<file path="src/rtl/pio_bus_pkg.sv">
// Shared state encoding, default geometry and timing for the PIO bus master and its peripherals.
package pio_bus_pkg;

  typedef enum logic [1:0] {
    StIdle   = 2'd0,
    StSetup  = 2'd1,
    StStrobe = 2'd2,
    StHold   = 2'd3
  } pio_state_e;

  localparam int unsigned DefAddrW     = 2;
  localparam int unsigned DefDataW     = 8;
  localparam int unsigned DefSetupCyc  = 1;
  localparam int unsigned DefStrobeCyc = 2;
  localparam int unsigned DefHoldCyc   = 1;
  localparam int unsigned StallLimit   = 255;

  function automatic int unsigned max3(input int unsigned a, input int unsigned b,
                                       input int unsigned c);
    int unsigned m;
    m = (a > b) ? a : b;
    return (m > c) ? m : c;
  endfunction

endpackage

</file>
<file path="src/rtl/pio_bus_timer.sv">
// Loadable down-counter timing one bus phase; done_o is high while the count is zero.
module pio_bus_timer #(
  parameter int unsigned Width = 2
) (
  input  logic             clk_i,
  input  logic             reset_i,
  input  logic             load_i,
  input  logic [Width-1:0] load_val_i,
  output logic             done_o
);

  logic [Width-1:0] cnt_q, cnt_d;

  always_comb begin
    cnt_d = cnt_q;
    if (load_i) begin
      cnt_d = load_val_i;
    end else if (cnt_q != '0) begin
      cnt_d = cnt_q - 1'b1;
    end
  end

  always_ff @(posedge clk_i) begin
    if (reset_i) begin
      cnt_q <= '0;
    end else begin
      cnt_q <= cnt_d;
    end
  end

  assign done_o = (cnt_q == '0);

endmodule

</file>
<file path="src/rtl/pio_bus_master.sv">
// PIO bus initiator: one valid/ready request becomes a setup/strobe/hold bus cycle.
// Optional PIO_MASTER_WAIT_EN adds bus_wait_n_i strobe stretching and rsp_err_o on stall timeout.
module pio_bus_master
  import pio_bus_pkg::*;
#(
  parameter int unsigned ADDR_W     = DefAddrW,
  parameter int unsigned DATA_W     = DefDataW,
  parameter int unsigned SETUP_CYC  = DefSetupCyc,
  parameter int unsigned STROBE_CYC = DefStrobeCyc,
  parameter int unsigned HOLD_CYC   = DefHoldCyc
) (
  input  logic              clk_i,
  input  logic              reset_i,
  input  logic              req_valid_i,
  output logic              req_ready_o,
  input  logic              req_write_i,
  input  logic [ADDR_W-1:0] req_addr_i,
  input  logic [DATA_W-1:0] req_wdata_i,
  output logic              rsp_valid_o,
  output logic [DATA_W-1:0] rsp_rdata_o,
  output logic              cs_n_o,
  output logic              we_n_o,
  output logic              oe_n_o,
  output logic [ADDR_W-1:0] addr_o,
  output logic [DATA_W-1:0] data_tx_o,
`ifdef PIO_MASTER_WAIT_EN
  input  logic              bus_wait_n_i,
  output logic              rsp_err_o,
`endif
  input  logic [DATA_W-1:0] data_rx_i
);

  localparam int unsigned TimerW = $clog2(max3(SETUP_CYC, STROBE_CYC, HOLD_CYC) + 1);
  localparam logic [TimerW-1:0] SetupLd  = TimerW'(SETUP_CYC - 1);
  localparam logic [TimerW-1:0] StrobeLd = TimerW'(STROBE_CYC - 1);
  localparam logic [TimerW-1:0] HoldLd   = TimerW'(HOLD_CYC - 1);

  pio_state_e        state_q, state_d;
  logic              write_q;
  logic [ADDR_W-1:0] addr_q;
  logic [DATA_W-1:0] data_q;
  logic [DATA_W-1:0] rdata_q;
  logic              cs_n_q, we_n_q, oe_n_q;
  logic              rsp_valid_q, rsp_valid_d;
  logic              tmr_load, tmr_done, leave_strobe, accept;
  logic [TimerW-1:0] tmr_val;

`ifdef PIO_MASTER_WAIT_EN
  localparam logic [7:0] StallMax = 8'(StallLimit);
  logic [7:0] stall_q, stall_d;
  logic       err_q;
`endif

  pio_bus_timer #(
    .Width (TimerW)
  ) u_timer (
    .clk_i      (clk_i),
    .reset_i    (reset_i),
    .load_i     (tmr_load),
    .load_val_i (tmr_val),
    .done_o     (tmr_done)
  );

  assign accept = (state_q == StIdle) && req_valid_i;

  always_comb begin
    state_d      = state_q;
    tmr_load     = 1'b0;
    tmr_val      = '0;
    leave_strobe = 1'b0;
    rsp_valid_d  = 1'b0;
`ifdef PIO_MASTER_WAIT_EN
    stall_d      = stall_q;
`endif
    case (state_q)
      StIdle: begin
        if (req_valid_i) begin
          state_d  = StSetup;
          tmr_load = 1'b1;
          tmr_val  = SetupLd;
        end
      end
      StSetup: begin
        if (tmr_done) begin
          state_d  = StStrobe;
          tmr_load = 1'b1;
          tmr_val  = StrobeLd;
        end
      end
      StStrobe: begin
        if (tmr_done) begin
`ifdef PIO_MASTER_WAIT_EN
          // Stretch the final strobe cycle while the peripheral holds wait low.
          if (!bus_wait_n_i && (stall_q != StallMax)) begin
            stall_d = stall_q + 1'b1;
          end else begin
            leave_strobe = 1'b1;
            stall_d      = '0;
          end
`else
          leave_strobe = 1'b1;
`endif
        end
      end
      StHold: begin
        if (tmr_done) begin
          state_d     = StIdle;
          rsp_valid_d = 1'b1;
        end
      end
      default: state_d = StIdle;
    endcase
    if (leave_strobe) begin
      state_d  = StHold;
      tmr_load = 1'b1;
      tmr_val  = HoldLd;
    end
  end

  // Strobes are registered from the next state so the pins never glitch.
  always_ff @(posedge clk_i) begin
    if (reset_i) begin
      state_q     <= StIdle;
      write_q     <= 1'b0;
      addr_q      <= '0;
      data_q      <= '0;
      rdata_q     <= '0;
      cs_n_q      <= 1'b1;
      we_n_q      <= 1'b1;
      oe_n_q      <= 1'b1;
      rsp_valid_q <= 1'b0;
    end else begin
      state_q     <= state_d;
      cs_n_q      <= (state_d != StStrobe);
      we_n_q      <= !((state_d == StStrobe) && write_q);
      oe_n_q      <= !((state_d == StStrobe) && !write_q);
      rsp_valid_q <= rsp_valid_d;
      if (accept) begin
        write_q <= req_write_i;
        addr_q  <= req_addr_i;
        data_q  <= req_wdata_i;
      end
      if (leave_strobe && !write_q) begin
        rdata_q <= data_rx_i;
      end
    end
  end

`ifdef PIO_MASTER_WAIT_EN
  always_ff @(posedge clk_i) begin
    if (reset_i) begin
      stall_q <= '0;
      err_q   <= 1'b0;
    end else begin
      stall_q <= stall_d;
      if (accept) begin
        err_q <= 1'b0;
      end else if (leave_strobe) begin
        err_q <= !bus_wait_n_i;
      end
    end
  end

  assign rsp_err_o = rsp_valid_q & err_q;
`endif

  assign req_ready_o = (state_q == StIdle);
  assign rsp_valid_o = rsp_valid_q;
  assign rsp_rdata_o = rdata_q;
  assign cs_n_o      = cs_n_q;
  assign we_n_o      = we_n_q;
  assign oe_n_o      = oe_n_q;
  assign addr_o      = addr_q;
  assign data_tx_o   = data_q;

endmodule

</file>
<file path="config.mk">
export PLATFORM = sky130hd
export DESIGN_NAME = pio_bus_master
export DESIGN_NICKNAME = d
export VERILOG_FILES = /design/src/rtl/pio_bus_pkg.sv /design/src/rtl/pio_bus_timer.sv /design/src/rtl/pio_bus_master.sv
export SDC_FILE = /design/constraint.sdc
export NUM_CORES = 1
export LEC_CHECK = 0
export ABC_AREA = 1
export CAP_MARGIN = 20
export CORE_MARGIN = 2
export CORE_UTILIZATION = 40
export CTS_CLUSTER_DIAMETER = 120
export DETAILED_ROUTE_END_ITERATION = 7
export GPL_TIMING_DRIVEN = 0
export MAX_ROUTING_LAYER = met4
export PLACE_DENSITY_LB_ADDON = 0.12
export SLEW_MARGIN = 10
export SYNTH_ARGS = -nofsm -noshare
export SYNTH_HDL_FRONTEND = slang
export SYNTH_HIERARCHICAL = 1
export SYNTH_SLANG_ARGS = --single-unit
export TNS_END_PERCENT = 100
</file>
<file path="constraint.sdc">
create_clock -name clk_i -period 3.1 [get_ports clk_i]
set_input_delay 0.775 -clock clk_i [delete_from_list [all_inputs] [get_ports clk_i]]
set_output_delay 0.775 -clock clk_i [all_outputs]
set_load 0.005 [all_outputs]
</file>
==> flow_metrics.env, run 1 <==
export IMPL_status="completed"
export IMPL_cts_buffers_inserted=3
export IMPL_ctsResizeCount=0
export IMPL_rsz0062_at_grt="false"
export IMPL_die_w_um=55.7
export IMPL_swShare_pct=35.4
export IMPL_ys_async_sr_fraction_pct=0
export IMPL_clock_latency_ns=0.31
export IMPL_cpPeakStageDelay_ns=0.51
export IMPL_grt_busiest_layer="met2"
export IMPL_finalSetupTns_ns=0
export IMPL_combinationalPowerShare_pct=42.9
export IMPL_power_frac_clock_pct=13.7
export IMPL_yosys_top_cells_area="dfxtp_1, nor2_1, inv_1"
export IMPL_port_buffers=44
export IMPL_place_congestion=0.797
export IMPL_crit_reg2reg_launch="u_timer/cnt_q[0]"
export IMPL_synth_top_area_cell="dfxtp_1"
export IMPL_synth_top_flop_cell="dfxtp_1"
export IMPL_clock_sinks=27
export IMPL_clock_root_buffer="clkbuf_4"
export IMPL_synth_warnings=6
export IMPL_cts_hold_buf=0
export IMPL_ys_seq_area_share_pct=50.6
export IMPL_tritoncts="done"
export IMPL_ir_drop_v=0.000460
export IMPL_cts_buffer_depth=2
export IMPL_p_seq_share_pct=43.4
export IMPL_clock_skew_ns=0.00694
export IMPL_top_level_ports=45
export IMPL_cts_setup_buffers=0
export IMPL_crit_path_start="state_q[0]"
export IMPL_p_leak_nw=0.688
export IMPL_switchingPower_mw=0.382
export IMPL_worstPathRequired_ns=2.32
export IMPL_synth_edf_count=0
export IMPL_yosysMostFrequentCell="nor2_1"
export IMPL_synthCells=146
export IMPL_grt_pass1_vias=1067
export IMPL_antennaDiodeCount=0
export IMPL_synth_top_area_share_pct=50.6
export IMPL_stdcell_area_mm2=0.00157
export IMPL_drt_total_wl_um=2460
export IMPL_place_area_mm2=0.00155
export IMPL_place_ws_ns=0.991
export IMPL_wl_per_cell_um=11.0
export IMPL_viasPerCell=4.77
export IMPL_setup_ws_ns=0.978
export IMPL_cap_violations=0
export IMPL_use_met3_pct=2.56
export IMPL_cts_max_level=1
export IMPL_grt_util_met2_pct=31.6
export IMPL_critPathMaxFanout=5
export IMPL_dr_pass1_iters=3
export IMPL_grt_max_degree=16
export IMPL_synth_cell_types=19
export IMPL_netlist_area_mm2=0.00107
export IMPL_period_minus_slack_ns=2.12
export IMPL_rows=18
export IMPL_die_area_mm2=0.00310
export IMPL_cpMaxStageDelayCell="clkdlybuf4s50_1"
export IMPL_clk_pin_slew_worst_paths_ns=0.14
export IMPL_grtUsageMet1_pct=18.6
export IMPL_syn_to_final_growth_pct=47.4
export IMPL_num_vias=1068
export IMPL_hold_path_class="reg2reg"
export IMPL_die_h_um=55.7
export IMPL_synthTopCellsByCount="nor2_1, dfxtp_1, inv_1"
export IMPL_hold_ws_ns=0.490
export IMPL_drt_iter0_drc=6
export IMPL_post_route_period_util_pct=68.4
export IMPL_nNetsFinal=218
export IMPL_critical_path_arrival_ns=1.35
export IMPL_critPathKind="reg2out"
export IMPL_hpwlAfterDp_um=1890
export IMPL_drive_above_1_share_pct=5.67
export IMPL_cp_cell_sequence="nor2_2 > clkdlybuf4s50_1"
export IMPL_p_int_mw=0.696
export IMPL_powerDensity_mw_per_mm2=685
export IMPL_core_area_mm2=0.00250
export IMPL_grt_antenna_before_repair=0
export IMPL_hold_violations=0
export IMPL_timing_fmax_ghz=0.471
export IMPL_setup_viol=0
export IMPL_hp_start="rsp_rdata_o[0]"
export IMPL_start_util_pct=42.7
export IMPL_grt_overflow=0
export IMPL_critPathLaunchType="flop"
export IMPL_slew_violations=0
export IMPL_syn_avg_cell_area_um2=7.31
export IMPL_postRouteAntennaNets=0
export IMPL_drc=0
export IMPL_syn_num_nets=169
export IMPL_cp_end_kind="output port"
export IMPL_grt_usage_pct=17.3
export IMPL_grt_pass1_wl_um=4280
export IMPL_synth_seq_cells=27
worst paths after layout:
check / to / slack [ns] / cells past startpoint
worst max-delay path: req_ready_o / 0.98 / 2
worst min-delay path: rsp_rdata_o[0] / 0.49 / 2
worst max register to register: u_timer/cnt_q[0] / 1.50 / 8
worst min register to register: rsp_rdata_o[0] / 0.49 / 2
registers in the layout, indices dropped and copies added, names as in the netlist:
| signal | count |
|---|---|
| rsp_valid_o | 1 |
| u_timer/cnt_q | 2 |
| data_tx_o | 8 |
| state_q | 2 |
| rsp_rdata_o | 8 |
| cs_n_o | 1 |
| addr_o | 2 |
| oe_n_o | 1 |
| we_n_o | 1 |
| write_q | 1 |
stage by stage:
stage | power, mW | utilization (%) | instances
2_1_floorplan | 0.732 | - | 146
5_1_grt | 1.17 | 62.9 | 224
4_1_cts | 1.09 | 62.9 | 224
6_report | 1.08 | 62.9 | 224
3_5_place_dp | 0.941 | 61.8 | 220
3_3_place_gp | 0.917 | 61.8 | 220
critical path, delay by kind of cell, from the launching register on:
kind	cells	cell delay [ns]
buffers and inverters	1	0.51
DFF	1	0.39
and+or+nand+nor	1	0.14
power groups by stage:
| stage | registers, mW | clock network (mW) | logic (mW) |
|---|---|---|---|
| after floorplan | 0.474 | 0 | 0.259 |
| after global placement | 0.470 | 0 | 0.447 |
| after detailed placement | 0.474 | 0 | 0.467 |
| after CTS | 0.466 | 0.155 | 0.470 |
| after global routing | 0.475 | 0.169 | 0.531 |
| final | 0.467 | 0.148 | 0.462 |
placed cells by master (no fill, tap or decap):
master           instances
nor3_1                   1
nor2_1                  41
ha_1                     1
nand3_1                  5
clkinv_2                 1
buf_2                    1
dfxtp_1                 27
o21ai_0                 14
a21oi_2                  1
clkbuf_4                 3
a21oi_1                  3
clkinv_1                 1
nand4_1                  8
inv_1                   19
clkbuf_2                 1
or2_0                    1
buf_4                    2
conb_1                   1
clkdlybuf4s50_1         44
nand2_1                 16
nor2_2                   2
clkbuf_1                 1
layout make-up:
| type | count | area [um^2] |
|---|---|---|
| timing repair buffer | 44 | 440 |
| clock buffer | 3 | 22.5 |
| tap | 30 | 37.5 |
| buffer | 5 | 28.8 |
| inverter | 20 | 75.1 |
| fill | 223 | 927 |
| sequential | 27 | 541 |
| clock inverter | 1 | 5.00 |
| multi-input combinational | 94 | 423 |
per-layer routing:
layer	wire length [um]	share of wire, %
met5	0	0
met4	29	1.2
met3	120	4.9
met2	1290	52
met1	1020	42
logic make-up (layout without fill, tap and decap cells):
| logic type | Yosys count | count (layout) | share of synthesized area (%) |
|---|---|---|---|
| and+or+nand+nor | 74 | 74 | 29.3 |
| DFF | 27 | 27 | 50.6 |
| buffers and inverters | 25 | 73 | 9.73 |
| AOI/OAI and AO/OA | 18 | 18 | 8.79 |
| adders and majority gates | 1 | 1 | 1.17 |
| other | 1 | 1 | 0.351 |
Note: power is estimated with default switching activity, not from simulation.
==> run 2: changes to the inputs <==
Clock period 3.1 ns to 2 ns, I/O delays scaled along.
==> results of run 2 <==
The final DEF is identical to that of run 1. Status: completed.
Among the figures that moved: setup slack after placement 0.991 ns -> 0.166 ns; setup slack after layout 0.978 ns -> 0.153 ns; register-to-register setup slack 1.50 ns -> 0.40 ns; total power 1.08 mW -> 1.67 mW; worst IR drop on VDD 0.000460 V -> 0.000713 V
